$ cat src/rtl/uart_pkg.sv
// ---------------------------------------------------------------------------
// uart_pkg
//   Shared types and constants for the UART transmit arbiter slice.
//   - arb_state_e : arbiter FSM states
//   - UART_DATA_W : data width of the shared UART transmitter
//   - idx_w()     : clog2 with a floor of 1, for index and counter widths
// ---------------------------------------------------------------------------
package uart_pkg;

  localparam int UART_DATA_W = 8;

  typedef enum logic [1:0] {
    IDLE      = 2'd0,
    ISSUE     = 2'd1,
    WAIT_BUSY = 2'd2,
    WAIT_DONE = 2'd3
  } arb_state_e;

  // Bits needed to index n items. Never returns less than 1, so a
  // two-entry vector still gets a one-bit index.
  function automatic int idx_w(input int n);
    int r;
    r = 1;
    while ((1 << r) < n) r = r + 1;
    return r;
  endfunction

endpackage

$ cat src/rtl/uart_tx_arbiter_rr_arbiter.sv
// ---------------------------------------------------------------------------
// rr_arbiter
//   Picks one requester from a request vector.
//   Default build: round robin. The scan starts at a registered pointer and
//   wraps modulo NUM_REQ. On an advance strobe with a live request, the
//   pointer moves to winner+1.
//   With UART_ARB_FIXED_PRIO_EN defined, the lowest set index always wins
//   and the pointer does not exist.
//
// Ports
//   clk      in   clock
//   rst_n    in   synchronous active-low reset (pointer back to 0)
//   req      in   [NUM_REQ]  request vector
//   advance  in   the current pick is being consumed this cycle
//   grant    out  [NUM_REQ]  one-hot winner (all zero when req == 0)
//   idx      out  [IW]       index of the winner (0 when req == 0)
// ---------------------------------------------------------------------------
module rr_arbiter
  import uart_pkg::*;
#(
  parameter  int NUM_REQ = 4,
  localparam int IW      = idx_w(NUM_REQ)
) (
  input  logic               clk,
  input  logic               rst_n,
  input  logic [NUM_REQ-1:0] req,
  input  logic               advance,
  output logic [NUM_REQ-1:0] grant,
  output logic [IW-1:0]      idx
);

`ifdef UART_ARB_FIXED_PRIO_EN

  // Walk from the top index down. The last hit is the lowest set bit.
  always_comb begin
    grant = '0;
    idx   = '0;
    for (int i = NUM_REQ - 1; i >= 0; i--) begin
      if (req[IW'(i)]) idx = IW'(i);
    end
    if (|req) grant[idx] = 1'b1;
  end

`else

  logic [IW-1:0] ptr;
  logic [IW-1:0] cand;
  logic          found;
  int            j;

  // Masked-priority scan: the candidate order is ptr, ptr+1, ...
  // wrapped by a subtraction so NUM_REQ need not be a power of two.
  always_comb begin
    grant = '0;
    idx   = '0;
    found = 1'b0;
    j     = 0;
    cand  = '0;
    for (int i = 0; i < NUM_REQ; i++) begin
      j = int'(ptr) + i;
      if (j >= NUM_REQ) j = j - NUM_REQ;
      cand = IW'(j);
      if (!found && req[cand]) begin
        found = 1'b1;
        idx   = cand;
      end
    end
    if (found) grant[idx] = 1'b1;
  end

  always_ff @(posedge clk) begin
    if (!rst_n) begin
      ptr <= '0;
    end else if (advance && (|req)) begin
      ptr <= (idx == IW'(NUM_REQ - 1)) ? '0 : idx + 1'b1;
    end
  end

`endif

endmodule

$ cat src/rtl/uart_tx_arbiter.sv
// ---------------------------------------------------------------------------
// uart_tx_arbiter
//   Shares one UART transmitter between NUM_REQ byte requesters.
//   In IDLE, with the transmitter not busy and at least one request, the
//   block picks a winner, latches its byte and parity settings, and pulses
//   o_tx_valid and o_grant for one cycle (ISSUE). It then waits up to
//   BUSY_WAIT cycles for the transmitter to raise busy (WAIT_BUSY). After
//   that it waits for busy to fall (WAIT_DONE).
//   The data and parity outputs are held from one capture to the next. The
//   transmitter derives parity combinationally from them, so they must not
//   move mid-frame.
//
//   Configuration macro: UART_ARB_FIXED_PRIO_EN
//     undefined : round-robin arbitration (default)
//     defined   : fixed priority, lowest index wins
//
// Ports
//   i_clk           in   clock
//   i_rst           in   synchronous active-low reset
//   i_req           in   [NUM_REQ]        request levels
//   i_req_data      in   [NUM_REQ*DATA_W] byte k at [k*DATA_W +: DATA_W]
//   i_req_par_en    in   [NUM_REQ]        per-requester parity enable
//   i_req_par_type  in   [NUM_REQ]        per-requester parity type
//   o_grant         out  [NUM_REQ]        one-cycle one-hot capture pulse
//   i_tx_busy       in   transmitter busy
//   o_tx_data       out  [DATA_W]         transmitter parallel data
//   o_tx_par_en     out  transmitter parity enable
//   o_tx_par_type   out  transmitter parity type
//   o_tx_valid      out  transmitter data_valid (one-cycle pulse)
//   o_owner         out  [clog2 NUM_REQ]  current or last granted index
//   o_active        out  frame in flight (state != IDLE)
//   o_err           out  one-cycle pulse: busy never seen after valid
//
// Handshake: a requester holds i_req and its data/parity steady until it
// sees its o_grant bit. The byte is captured on the edge that raises
// o_grant. The requester may change everything from the next cycle on.
// Toward the transmitter, o_tx_valid is a single-cycle strobe. Busy must
// rise within BUSY_WAIT cycles; otherwise the frame is abandoned with o_err.
// ---------------------------------------------------------------------------
module uart_tx_arbiter
  import uart_pkg::*;
#(
  parameter  int NUM_REQ   = 4,
  parameter  int DATA_W    = UART_DATA_W,
  parameter  int BUSY_WAIT = 4,
  localparam int OW        = idx_w(NUM_REQ),
  localparam int CW        = idx_w(BUSY_WAIT + 1)
) (
  input  logic                      i_clk,
  input  logic                      i_rst,
  input  logic [NUM_REQ-1:0]        i_req,
  input  logic [NUM_REQ*DATA_W-1:0] i_req_data,
  input  logic [NUM_REQ-1:0]        i_req_par_en,
  input  logic [NUM_REQ-1:0]        i_req_par_type,
  output logic [NUM_REQ-1:0]        o_grant,
  input  logic                      i_tx_busy,
  output logic [DATA_W-1:0]         o_tx_data,
  output logic                      o_tx_par_en,
  output logic                      o_tx_par_type,
  output logic                      o_tx_valid,
  output logic [OW-1:0]             o_owner,
  output logic                      o_active,
  output logic                      o_err
);

  arb_state_e          state;
  logic [CW-1:0]       wait_cnt;
  logic                capture;
  logic [NUM_REQ-1:0]  win_grant;
  logic [OW-1:0]       win_idx;
  logic [DATA_W-1:0]   win_data;
  logic                win_par_en;
  logic                win_par_type;

  assign capture = (state == IDLE) && !i_tx_busy && (|i_req);

  rr_arbiter #(
    .NUM_REQ (NUM_REQ)
  ) u_arb (
    .clk     (i_clk),
    .rst_n   (i_rst),
    .req     (i_req),
    .advance (capture),
    .grant   (win_grant),
    .idx     (win_idx)
  );

  // The one-hot grant selects the winner's byte. This avoids a
  // variable-offset part select.
  always_comb begin
    win_data = '0;
    for (int k = 0; k < NUM_REQ; k++) begin
      if (win_grant[k]) win_data = i_req_data[k*DATA_W +: DATA_W];
    end
  end

  assign win_par_en   = |(win_grant & i_req_par_en);
  assign win_par_type = |(win_grant & i_req_par_type);

  assign o_active = (state != IDLE);

  always_ff @(posedge i_clk) begin
    if (!i_rst) begin
      state         <= IDLE;
      wait_cnt      <= '0;
      o_grant       <= '0;
      o_tx_data     <= '0;
      o_tx_par_en   <= 1'b0;
      o_tx_par_type <= 1'b0;
      o_tx_valid    <= 1'b0;
      o_owner       <= '0;
      o_err         <= 1'b0;
    end else begin
      // Pulse outputs fall back to zero unless a state below sets them.
      o_grant    <= '0;
      o_tx_valid <= 1'b0;
      o_err      <= 1'b0;
      case (state)
        IDLE: begin
          if (capture) begin
            state         <= ISSUE;
            o_tx_valid    <= 1'b1;
            o_grant       <= win_grant;
            o_owner       <= win_idx;
            o_tx_data     <= win_data;
            o_tx_par_en   <= win_par_en;
            o_tx_par_type <= win_par_type;
          end
        end
        ISSUE: begin
          wait_cnt <= '0;
          state    <= WAIT_BUSY;
        end
        WAIT_BUSY: begin
          if (i_tx_busy) begin
            state <= WAIT_DONE;
          end else begin
            wait_cnt <= wait_cnt + 1'b1;
            // The count reaches BUSY_WAIT on this edge. The grant is
            // already consumed, so the frame is dropped, not retried.
            if (wait_cnt == CW'(BUSY_WAIT - 1)) begin
              o_err <= 1'b1;
              state <= IDLE;
            end
          end
        end
        WAIT_DONE: begin
          if (!i_tx_busy) state <= IDLE;
        end
        default: state <= IDLE;
      endcase
    end
  end

endmodule

$ cat config.mk
export PLATFORM = sky130hd
export DESIGN_NAME = uart_tx_arbiter
export DESIGN_NICKNAME = d
export VERILOG_FILES = /design/src/rtl/uart_pkg.sv /design/src/rtl/uart_tx_arbiter_rr_arbiter.sv /design/src/rtl/uart_tx_arbiter.sv
export SDC_FILE = /design/constraint.sdc
export NUM_CORES = 1
export LEC_CHECK = 0
export BUFFER_PORTS_ARGS = -buffer_cell sky130_fd_sc_hd__buf_2
export CORE_MARGIN = 1.5
export CORE_UTILIZATION = 49
export DETAILED_ROUTE_END_ITERATION = 10
export PLACE_DENSITY = 0.81
export SYNTH_ARGS = -nofsm -noshare
export SYNTH_HDL_FRONTEND = slang
export SYNTH_SLANG_ARGS = --single-unit
$ cat constraint.sdc
create_clock -name i_clk -period 3.8 [get_ports i_clk]
set_clock_uncertainty 0.15 [all_clocks]
set_input_delay 0.57 -clock i_clk [delete_from_list [all_inputs] [get_ports i_clk]]
set_output_delay 0.57 -clock i_clk [all_outputs]
set_load 0.02 [all_outputs]
==> run_results.csv <==
group,metric,value,unit
flow_run,cap_violations,0,
synth,synth_compound_area_share,24.1,%
cts,htree_levels,1,
sta,max_freq,373,MHz
floorplan,pin_count,66,
global_route,grt_max_degree,32,
finish,antennaDiodeCount,0,
floorplan,die_w,56.0,um
synth,ys_types,33,
synth,synth-xor-area-share,0,%
routing,dr.pass1.iters,4,
sta,slew_viol_final,0,
finish,layout-drive-gt1-share,33.5,%
setup_path,cp-start-kind,"register",
placed_design,port_buffers,65,
synth,synthTopCellsByCount,"25 x dfxtp_1, 17 x nand3_1, 12 x nand2_1, 11 x o21ai_1, 10 x nand2b_1",
synth,synth_warnings,0,
floorplan,start_util,50.7,%
routing,wl_met1,1590,um
finish,syn_to_final_growth,24.0,%
global_route,antenna_found_initial,0,
synth,synthAdderAreaFrac,5.46,%
routing,drtAntennaViolNets,0,
setup_path,reg2reg_depth,8,
setup_path,r2r_start,"u_arb.ptr[1]",
power_and_ir_drop,ir_worst_vdd,0.274,mV
cts,cts_buffers,3,
setup_path,rrSetupSlack,1.12,ns
synth,synthMuxAreaShare,1.46,%
worst_hold_path,min_path_type,"register to register",
cts,cts.sink_count,25,
floorplan,rows,19,
synth,ys_top_cells_by_area,"dfxtp_1 36%, nand3_1 6.2%, a221o_1 5.8%",
synth,synth.most_common_cell,"dfxtp_1",
routing,vias,1403,
placed_design,dp_hpwl,2640,um
finish,stdcell_count,252,
synth,ys_seq_area_share,36.4,%
global_route,grt_overflow,0,
worst_hold_path,hold_path_end,"o_tx_par_en",
global_route,grt_use_total,22.7,%
power_and_ir_drop,p_leak,0.790,nW
synth,synth_top_area_share,36.4,%
routing,drcViolationCount,0,
synth,ys_async_sr_fraction,0,%
global_route,grt_pass1_vias,1251,
sta,setup_violations,0,
floorplan,dieArea,3130,um2
sta,finalHoldViolCount,0,
routing,via_per_inst,5.57,
setup_path,timing.critical_path.required,3.87,ns
outcome,status,"finished clean",
cts,cts.clk_slew.worst_paths,0.15,ns
cts,ctsResizeCount,0,
power_and_ir_drop,p_per_area,378,nW/um2
routing,detail_route.wl_per_cell,14.1,um
routing,wl_met3,166,um
placed_design,placedCellCount,248,
synth,synth_edf_count,0,
synth,synth_area_leader_cell,"dfxtp_1",
synth,syn_avg_cell_area,8.28,um2
setup_path,critical_path_peak_fanout,12,
floorplan,coreArea,2710,um2
sta,relSlewSlack,57.2,%
synth,syn-num-nets,219,
synth,synth-main-ff-cell,"dfxtp_1",
synth,syn-cell-area,1380,um2
routing,drt_iter0_markers,60,
sta,fin_tns_setup,0,ns
cts,cts_tree,"done",
cts,cts_hold_buf,0,
synth,synth_top_family_by_area,"simple AND/OR/NAND/NOR gates",
synth,ys_ff_latch,25,
sta,worst_pin_slew,0.642,ns
sta,fin_crit_sh,70.6,%
sta,rsz0062_at_grt,"no",
cts,cts_setup_buffers,0,
routing,route.met2.wl,1770,um
worst_hold_path,hold_path_depth,2,
synth,synthCells,166,
cts,clock_latency,0.32,ns
cts,root_buffer,"clkbuf_4",
setup_path,reg2reg_to,"o_tx_data[1]",
routing,top_layer_used,"met4",
setup_path,worst_setup_path_end_kind,"register",
sta,period_minus_slack,2.68,ns
finish,finalNetCount,275,
cts,cts_buffer_depth,2,
synth,synth-simple-area-share,25.8,%
placed_design,gp_congestion,0.855,
global_route,grt_pass1_wl,5730,um
setup_path,criticalPathCategory,"register to register",
worst_hold_path,hold_start,"o_tx_par_en",
routing,routed_wirelength,3540,um
setup_path,cp.arrival,2.75,ns
floorplan,die_h,56.0,um
## worst max-delay path by stage
stage	to	depth (start not counted)	start
floorplan	o_tx_data[1]	10	i_req[2]
global placement	o_tx_data[0]	9	i_req[2]
detailed placement	o_tx_data[1]	9	i_req[2]
CTS	o_tx_data[1]	8	u_arb.ptr[1]
global route	o_tx_data[0]	8	u_arb.ptr[1]
finish	o_tx_data[1]	8	u_arb.ptr[1]
## stage by stage
step | power, mW | hold slack, ns | utilization [%] | area (um2) | setup slack, ns
after floorplan | 0.459 | 0.357 | - | 1380 | 1.38
after global placement | 0.521 | 0.301 | 61.8 | 1680 | 0.971
after detailed placement | 0.523 | 0.307 | 61.8 | 1680 | 0.928
after CTS | 0.642 | 0.325 | 62.9 | 1710 | 1.13
after global routing | 0.684 | 0.350 | 62.9 | 1710 | 0.884
final | 0.644 | 0.317 | 62.9 | 1710 | 1.12
## final cells by class
class                   instances  area (um2)
clock buffers                   3        22.5
clock inverters                 1        7.51
fillers                       259        1000
inverters                       6        22.5
multi-input cells             120         781
flip-flops and latches         25         500
well taps                      31        38.8
repair buffers                 66         333
## placed cells by master (no fill, tap or decap), types with 2 or more instances in the layout
cell and n:
a21oi_1 6, nand2_1 12, clkbuf_4 3, o21ai_1 11
inv_1 6, ha_1 6, mux2i_1 2, nand4_1 2
a22oi_1 7, o22ai_1 2, nor3_1 3, dfxtp_1 25
nor2b_1 5, nor2_1 6, nand2b_1 10, o21a_1 2
a221o_1 8, a31oi_1 8, nand3_1 17, and3_1 3
buf_2 65
## routing by layer
metal	vias to the layer above	global-route usage, %
li1	713	-
met1	646	29.2
met2	42	40.5
met3	2	3.49
met4	0	4.08
met5	-	0
## sequential cells by signal (all words and copies together), names as in the netlist
name,cells
o_grant,4
o_tx_data,8
o_tx_valid,1
u_arb.ptr,2
o_tx_par_en,1
o_err,1
o_tx_par_type,1
state,2
o_owner,2
wait_cnt,3
## cells by family (layout without fill, tap and decap cells)
logic type / count (synthesis) / after routing
AO/OA/AOI/OAI: 48 / 48
adder cells (fa/ha/maj): 6 / 6
buffers and inverters: 21 / 76
flip-flops: 25 / 25
multiplexers: 2 / 2
AND/OR/NAND/NOR: 64 / 64
## report_power, final
group,switching (mW),internal [mW]
combinational,0.125,0.0928
sequential,0.0170,0.285
clock,0.0849,0.0401
## critical path: stages (launching register included)
cell and delay [ns]:
dfxtp_1 0.47, mux2i_1 0.22, nor2_1 0.08, nor3_1 0.42, ha_1 0.49, nor2b_1 0.22
a221o_1 0.34, nand3_1 0.11, a31oi_1 0.08
Note: power is estimated with default switching activity, not from simulation.
